===== src/rtl/tomasulo_rob.sv =====
// Reorder buffer for the Tomasulo core: in-order alloc/retire,
// out-of-order CDB writeback, flush on mispredicted branch retire.
module tomasulo_rob #(
  parameter int DEPTH  = 8,
  parameter int TAG_W  = 3,
  parameter int DATA_W = 16,
  parameter int REG_AW = 4
) (
  input  logic              clk1,
  input  logic              reset,
  input  logic              alloc_valid,
  input  logic [REG_AW-1:0] alloc_rd,
  input  logic              alloc_is_branch,
  output logic              alloc_ready,
  output logic [TAG_W-1:0]  alloc_tag,
  input  logic              cdb_valid,
  input  logic [TAG_W-1:0]  cdb_tag,
  input  logic [DATA_W-1:0] cdb_data,
  input  logic              cdb_mispredict,
  input  logic [TAG_W-1:0]  lk_tag,
  output logic              lk_ready,
  output logic [DATA_W-1:0] lk_data,
  output logic              commit_valid,
  output logic [TAG_W-1:0]  commit_tag,
  output logic [REG_AW-1:0] commit_rd,
  output logic [DATA_W-1:0] commit_data,
  output logic              commit_is_branch,
  output logic              flush,
  output logic [TAG_W:0]    count,
  output logic              empty,
  output logic              full
);

  logic [DEPTH-1:0]  valid;
  logic [DEPTH-1:0]  done;
  logic [DEPTH-1:0]  is_br;
  logic [DEPTH-1:0]  mispred;
  logic [REG_AW-1:0] rd_q   [DEPTH];
  logic [DATA_W-1:0] data_q [DEPTH];
  logic [TAG_W-1:0]  head;
  logic [TAG_W-1:0]  tail;
  logic [TAG_W:0]    cnt;

  logic do_alloc;
  logic do_wb;
  logic do_commit;
  logic do_flush;
  logic fwd;

  always_comb begin
    do_commit   = valid[head] & done[head];
    do_flush    = do_commit & is_br[head] & mispred[head];
    full        = (cnt == (TAG_W+1)'(DEPTH));
    empty       = (cnt == '0);
    // a pending mispredict at head blocks issue until the flush lands
    alloc_ready = !full && !(valid[head] && done[head] && mispred[head]);
    do_alloc    = alloc_valid && alloc_ready;
    do_wb       = cdb_valid && valid[cdb_tag] && !do_flush
                  && !(do_alloc && (cdb_tag == tail));
    fwd         = cdb_valid && (cdb_tag == lk_tag) && valid[lk_tag];
    lk_ready    = fwd || (valid[lk_tag] && done[lk_tag]);
    lk_data     = fwd ? cdb_data : data_q[lk_tag];
    alloc_tag   = tail;
    count       = cnt;
  end

  always_ff @(posedge clk1 or posedge reset) begin
    if (reset) begin
      valid            <= '0;
      done             <= '0;
      is_br            <= '0;
      mispred          <= '0;
      head             <= '0;
      tail             <= '0;
      cnt              <= '0;
      commit_valid     <= 1'b0;
      commit_tag       <= '0;
      commit_rd        <= '0;
      commit_data      <= '0;
      commit_is_branch <= 1'b0;
      flush            <= 1'b0;
      for (int i = 0; i < DEPTH; i++) begin
        rd_q[i]   <= '0;
        data_q[i] <= '0;
      end
    end else begin
      commit_valid <= do_commit;
      flush        <= do_flush;
      if (do_commit) begin
        commit_tag       <= head;
        commit_rd        <= rd_q[head];
        commit_data      <= data_q[head];
        commit_is_branch <= is_br[head];
      end
      if (do_flush) begin
        valid   <= '0;
        done    <= '0;
        mispred <= '0;
        head    <= '0;
        tail    <= '0;
        cnt     <= '0;
      end else begin
        if (do_wb) begin
          done[cdb_tag]    <= 1'b1;
          data_q[cdb_tag]  <= cdb_data;
          mispred[cdb_tag] <= cdb_mispredict & is_br[cdb_tag];
        end
        if (do_commit) begin
          valid[head]   <= 1'b0;
          done[head]    <= 1'b0;
          mispred[head] <= 1'b0;
          head          <= head + 1'b1;
        end
        if (do_alloc) begin
          valid[tail]   <= 1'b1;
          done[tail]    <= 1'b0;
          mispred[tail] <= 1'b0;
          rd_q[tail]    <= alloc_rd;
          is_br[tail]   <= alloc_is_branch;
          tail          <= tail + 1'b1;
        end
        cnt <= cnt + (TAG_W+1)'(do_alloc) - (TAG_W+1)'(do_commit);
      end
    end
  end

endmodule


===== config.mk =====
export PLATFORM = sky130hd
export DESIGN_NAME = tomasulo_rob
export DESIGN_NICKNAME = d
export VERILOG_FILES = /design/src/rtl/tomasulo_rob.sv
export SDC_FILE = /design/constraint.sdc
export NUM_CORES = 1
export LEC_CHECK = 0
export BUFFER_PORTS_ARGS = -buffer_cell sky130_fd_sc_hd__buf_2
export CAP_MARGIN = 10
export CORE_MARGIN = 3
export CORE_UTILIZATION = 60
export CTS_CLUSTER_SIZE = 10
export DETAILED_ROUTE_END_ITERATION = 8
export PLACE_DENSITY_LB_ADDON = 0.3
export SLEW_MARGIN = 40
export SYNTH_ARGS = -nofsm -noshare
export SYNTH_HDL_FRONTEND = slang
export SYNTH_SLANG_ARGS = --single-unit

===== constraint.sdc =====
create_clock -name clk1 -period 11.5 [get_ports clk1]
set_input_delay 3.45 -clock clk1 [delete_from_list [all_inputs] [get_ports clk1]]
set_output_delay 3.45 -clock clk1 [all_outputs]
set_load 0.005 [all_outputs]

==> summary.log <==
INFO  run_status     outcome=completed
INFO  setup_path     critical_path.reg2reg.endpoint=data_q[107]$_DFFE_PP0P_
INFO  setup_path     critical_path.max_fanout=37
INFO  detailed_routing vias_per_cell=6.61
INFO  timing         totalNegativeSetupSlack=0ns
INFO  setup_path     critical_path.top_delay_family=buffers and inverters
INFO  global_routing grt_antenna_before_repair=0
INFO  timing         final.setup_skew=0.0177ns
INFO  floorplan      fp-row-count=50
INFO  placement      detailed_place.area=12600um^2
INFO  finish         fin_cells=1283
INFO  detailed_routing dr.first_iter.drc_count=694
INFO  clocking       cts.sinks=228
INFO  setup_path     cp_slowest_stage_delay=0.48ns
INFO  finish         num_antenna_cells=0
INFO  timing         max_freq=0.110GHz
INFO  finish         utilization=69.8%
INFO  synth          synth.mux.area_fraction=30.7%
INFO  setup_path     critical_path.reg2reg.startpoint=head[0]$_DFFE_PP0P_
INFO  power_and_ir_drop leakagePower=5.68nW
INFO  timing         setup_ws=2.41ns
INFO  global_routing grt_pass1_vias=8675
INFO  floorplan      core_area=19100um^2
INFO  timing         worst_slew_pin_slew=0.813ns
INFO  synth          combinational_family_with_the_most_area_after_synthesis=multiplexers
INFO  global_routing wire_length_of_the_first_global_routing_pass=47700um
INFO  synth          synth_simple_gate_area_share=6.82%
INFO  setup_path     critical_path.startpoint=lk_tag[1]
INFO  synth          synthesized_area_per_cell=12.7um^2
INFO  synth          yosysWarnings=0
INFO  synth          synth-async-reset-ratio=100%
INFO  synth          post_synthesis_instance_total=944
INFO  setup_path     cp_num_cells=9
INFO  clocking       clk_pin_slew=0.06ns
INFO  setup_path     crit_end=lk_data[3]
INFO  placement      hpwl=18000um
INFO  power_and_ir_drop power.ir.vdd_worst=179uV
INFO  setup_path     setup.reg_to_reg.worst_slack=6.83ns
INFO  setup_path     worstPathArrival=5.64ns
INFO  finish         total_nets_final=1056
INFO  timing         fin_crit_sh=79.0%
INFO  placement      replace_congestion=0.875
INFO  setup_path     setup.worst_path.start_class=input pin
INFO  synth          synth_adder_area_share=1.01%
INFO  setup_path     cp.required=8.05ns
INFO  detailed_routing remaining_drc_errors=0
INFO  clocking       cts_made_buffers=27
INFO  detailed_routing detail_route_antenna_nets=0
INFO  timing         finalWorstPathRequiredPeriod=9.09ns
INFO  clocking       clock_latency=0.53ns
INFO  floorplan      die_boundary_height=147um
INFO  floorplan      floorplan.io_pins=85
INFO  timing         max_slew_margin=45.8%
INFO  synth          syn-num-nets=985
INFO  clocking       htreeDepth=1
INFO  synth          synth_xor_area_share=0.733%
INFO  placement      dpl.cell_count=1246
INFO  finish         share_of_cells_above_drive_strength_1=39.3%
INFO  detailed_routing routed_wire_length_per_instance=23.6um
INFO  floorplan      floorplan.initialDensity=62.4%
INFO  min_path       holdCritPathClass=register to register
INFO  floorplan      chipWidth=147um
INFO  synth          synth.lib_cells_used.distinct=51
INFO  synth          synth_compound_gate_area_share=10.2%
INFO  setup_path     critical_path.slowest_cell=sky130_fd_sc_hd__nor2_2
INFO  detailed_routing routed_wirelength=30200um
INFO  setup_path     timing.reg2reg.worst_path_depth=9
INFO  clocking       root_buffer=sky130_fd_sc_hd__clkbuf_16
INFO  clocking       cts_repair_resize_count=0
INFO  setup_path     setup.worst_path.class=input pin to output pin
INFO  placement      place_ws=2.47ns
INFO  detailed_routing vias_after_detailed_routing=8480
INFO  synth          netlist_area=11900um^2
INFO  global_routing global_route.overflow_total=0
INFO  finish         finalInstanceArea=13400um^2
INFO  clocking       tritoncts=yes
INFO  flow_run       max-cap-violations=0
INFO  min_path       holdCritStartpoint=commit_tag[2]$_DFFE_PP0N_
INFO  timing         grt_setup_unrepaired=false
INFO  floorplan      die_area=21600um^2
INFO  synth          ys_ff_latch=228
INFO  finish         area_growth=11.9%
INFO  synth          synth-seq-area-share=47.8%
INFO  timing         final_max_slew_viol_count=0
INFO  clocking       ctsLongestPathBuffers=3
INFO  clocking       postCtsSetupBuffers=0
INFO  placement      place.port_buffers=84
INFO  clocking       hold_bufs_inserted_after_cts=0
INFO  detailed_routing dr.pass1.iters=5
INFO  setup_path     timing.critical_path.cells=buf_2, buf_4, mux4_2, mux2i_1, nor2_2, buf_4, nand2_1, o21ai_0, buf_2
INFO  global_routing grt_use_total=27.6%
INFO  timing         hold_viol=0
INFO  synth          synthFlopType=sky130_fd_sc_hd__dfrtp_1
INFO  power_and_ir_drop power_density=295nW/um^2
INFO  setup_path     critPathBufInv=4
INFO  global_routing grt_start_max_net_pins=84
INFO  setup_path     end_kind=output pin
INFO  synth          synth_enable_flop_cells=0
INFO  timing         finalSetupViolCount=0
==> stage by stage <==
stage	hold WS [ns]	power [W]
finish	0.471	0.00394
global route	0.498	0.00419
CTS	0.477	0.00394
detailed placement	0.464	0.00319
global placement	0.456	0.00309
floorplan	0.463	0.00267
==> flip-flops by register name, summed over array words and instances (netlist names) <==
name	flops
flush	1
commit_valid	1
commit_data	16
rd_q	32
commit_is_branch	1
count	4
done	8
valid	8
head	3
alloc_tag	3
commit_tag	3
mispred	8
data_q	128
commit_rd	4
is_br	8
==> final cells by class <==
type                            instances  area [um^2]
Inverter                               12         57.6
Tap cell                              260          325
Fill cell                            1404         5770
Multi-Input combinational cell        641         5970
Clock buffer                           35          706
Sequential cell                       228         5710
Timing Repair Buffer                  105          586
Clock inverter                          2         16.3
==> report_power, final <==
group | switching [W] | leakage, nW | internal (W)
clock network | 0.000311 | 0.347 | 0.000422
logic | 0.000855 | 2.59 | 0.000845
registers | 0.000301 | 2.74 | 0.00121
==> cells in the mapped netlist, types with 7 or more instances <==
| cell type | count | area, um^2 |
|---|---|---|
| sky130_fd_sc_hd__nor3_4 | 7 | 114 |
| sky130_fd_sc_hd__a22o_1 | 14 | 123 |
| sky130_fd_sc_hd__inv_1 | 9 | 33.8 |
| sky130_fd_sc_hd__buf_4 | 9 | 67.6 |
| sky130_fd_sc_hd__nor2b_1 | 9 | 56.3 |
| sky130_fd_sc_hd__mux2_4 | 10 | 150 |
| sky130_fd_sc_hd__nand3_1 | 19 | 95.1 |
| sky130_fd_sc_hd__a21oi_1 | 55 | 275 |
| sky130_fd_sc_hd__o21a_1 | 10 | 75.1 |
| sky130_fd_sc_hd__nor3_1 | 10 | 50.1 |
| sky130_fd_sc_hd__clkbuf_1 | 36 | 135 |
| sky130_fd_sc_hd__o21ai_0 | 30 | 150 |
| sky130_fd_sc_hd__o221ai_1 | 8 | 70.1 |
| sky130_fd_sc_hd__dfrtp_1 | 228 | 5710 |
| sky130_fd_sc_hd__a22oi_1 | 10 | 75.1 |
| sky130_fd_sc_hd__ha_1 | 8 | 100 |
| sky130_fd_sc_hd__mux2_2 | 189 | 2130 |
| sky130_fd_sc_hd__o211a_1 | 7 | 70.1 |
| sky130_fd_sc_hd__a221oi_1 | 27 | 236 |
| sky130_fd_sc_hd__nand2_1 | 49 | 184 |
| sky130_fd_sc_hd__nor2_1 | 39 | 146 |
| sky130_fd_sc_hd__mux2i_1 | 44 | 440 |
| sky130_fd_sc_hd__buf_1 | 14 | 52.6 |
| sky130_fd_sc_hd__mux4_2 | 41 | 923 |
==> tightest hold or removal path, cell delays in order (launching register included) <==
cell and delay, ns:
sky130_fd_sc_hd__dfrtp_1 0.34, sky130_fd_sc_hd__nand2_1 0.05, sky130_fd_sc_hd__nand2_1 0.05
==> routing by layer <==
layer	track usage, %	part of all wire, %	wire, um
met1	38.7	41	12500
met2	45.7	49	14800
met3	4.01	7.0	2120
met4	7.97	2.6	789
met5	0	0	0
==> logic make-up after synthesis <==
group	Yosys count
multiplexers	285
flip-flops	228
AO/OA/AOI/OAI	179
AND/OR/NAND/NOR	158
buffers and inverters	75
XOR/XNOR	10
adder cells (fa/ha/maj)	9
==> layout by cell type, fill, tap and decap left out, types with 9 or more instances in the layout <==
| master | count |
|---|---|
| sky130_fd_sc_hd__mux2_2 | 189 |
| sky130_fd_sc_hd__dfrtp_1 | 225 |
| sky130_fd_sc_hd__nand2_1 | 49 |
| sky130_fd_sc_hd__nor3_1 | 9 |
| sky130_fd_sc_hd__mux2i_1 | 44 |
| sky130_fd_sc_hd__o21ai_0 | 30 |
| sky130_fd_sc_hd__a22o_1 | 14 |
| sky130_fd_sc_hd__buf_2 | 84 |
| sky130_fd_sc_hd__clkbuf_16 | 27 |
| sky130_fd_sc_hd__a221oi_1 | 27 |
| sky130_fd_sc_hd__a21oi_1 | 55 |
| sky130_fd_sc_hd__nand3_1 | 19 |
| sky130_fd_sc_hd__buf_4 | 19 |
| sky130_fd_sc_hd__nor2b_1 | 9 |
| sky130_fd_sc_hd__mux4_2 | 41 |
| sky130_fd_sc_hd__a22oi_1 | 10 |
| sky130_fd_sc_hd__nor2_1 | 35 |
| sky130_fd_sc_hd__o21a_1 | 10 |
| sky130_fd_sc_hd__mux2_4 | 10 |
==> worst min path at each step <==
| stage | to | slack (ns) | depth (start not counted) |
|---|---|---|---|
| 2_1_floorplan | commit_tag[2]$_DFFE_PP0N_ | 0.46 | 2 |
| 3_3_place_gp | commit_tag[2]$_DFFE_PP0N_ | 0.46 | 2 |
| 3_5_place_dp | commit_tag[2]$_DFFE_PP0N_ | 0.46 | 2 |
| 4_1_cts | commit_tag[2]$_DFFE_PP0N_ | 0.48 | 2 |
| 5_1_grt | commit_tag[2]$_DFFE_PP0N_ | 0.50 | 2 |
| 6_report | commit_tag[2]$_DFFE_PP0N_ | 0.47 | 2 |
No activity file was read; power rests on OpenSTA's default activity.
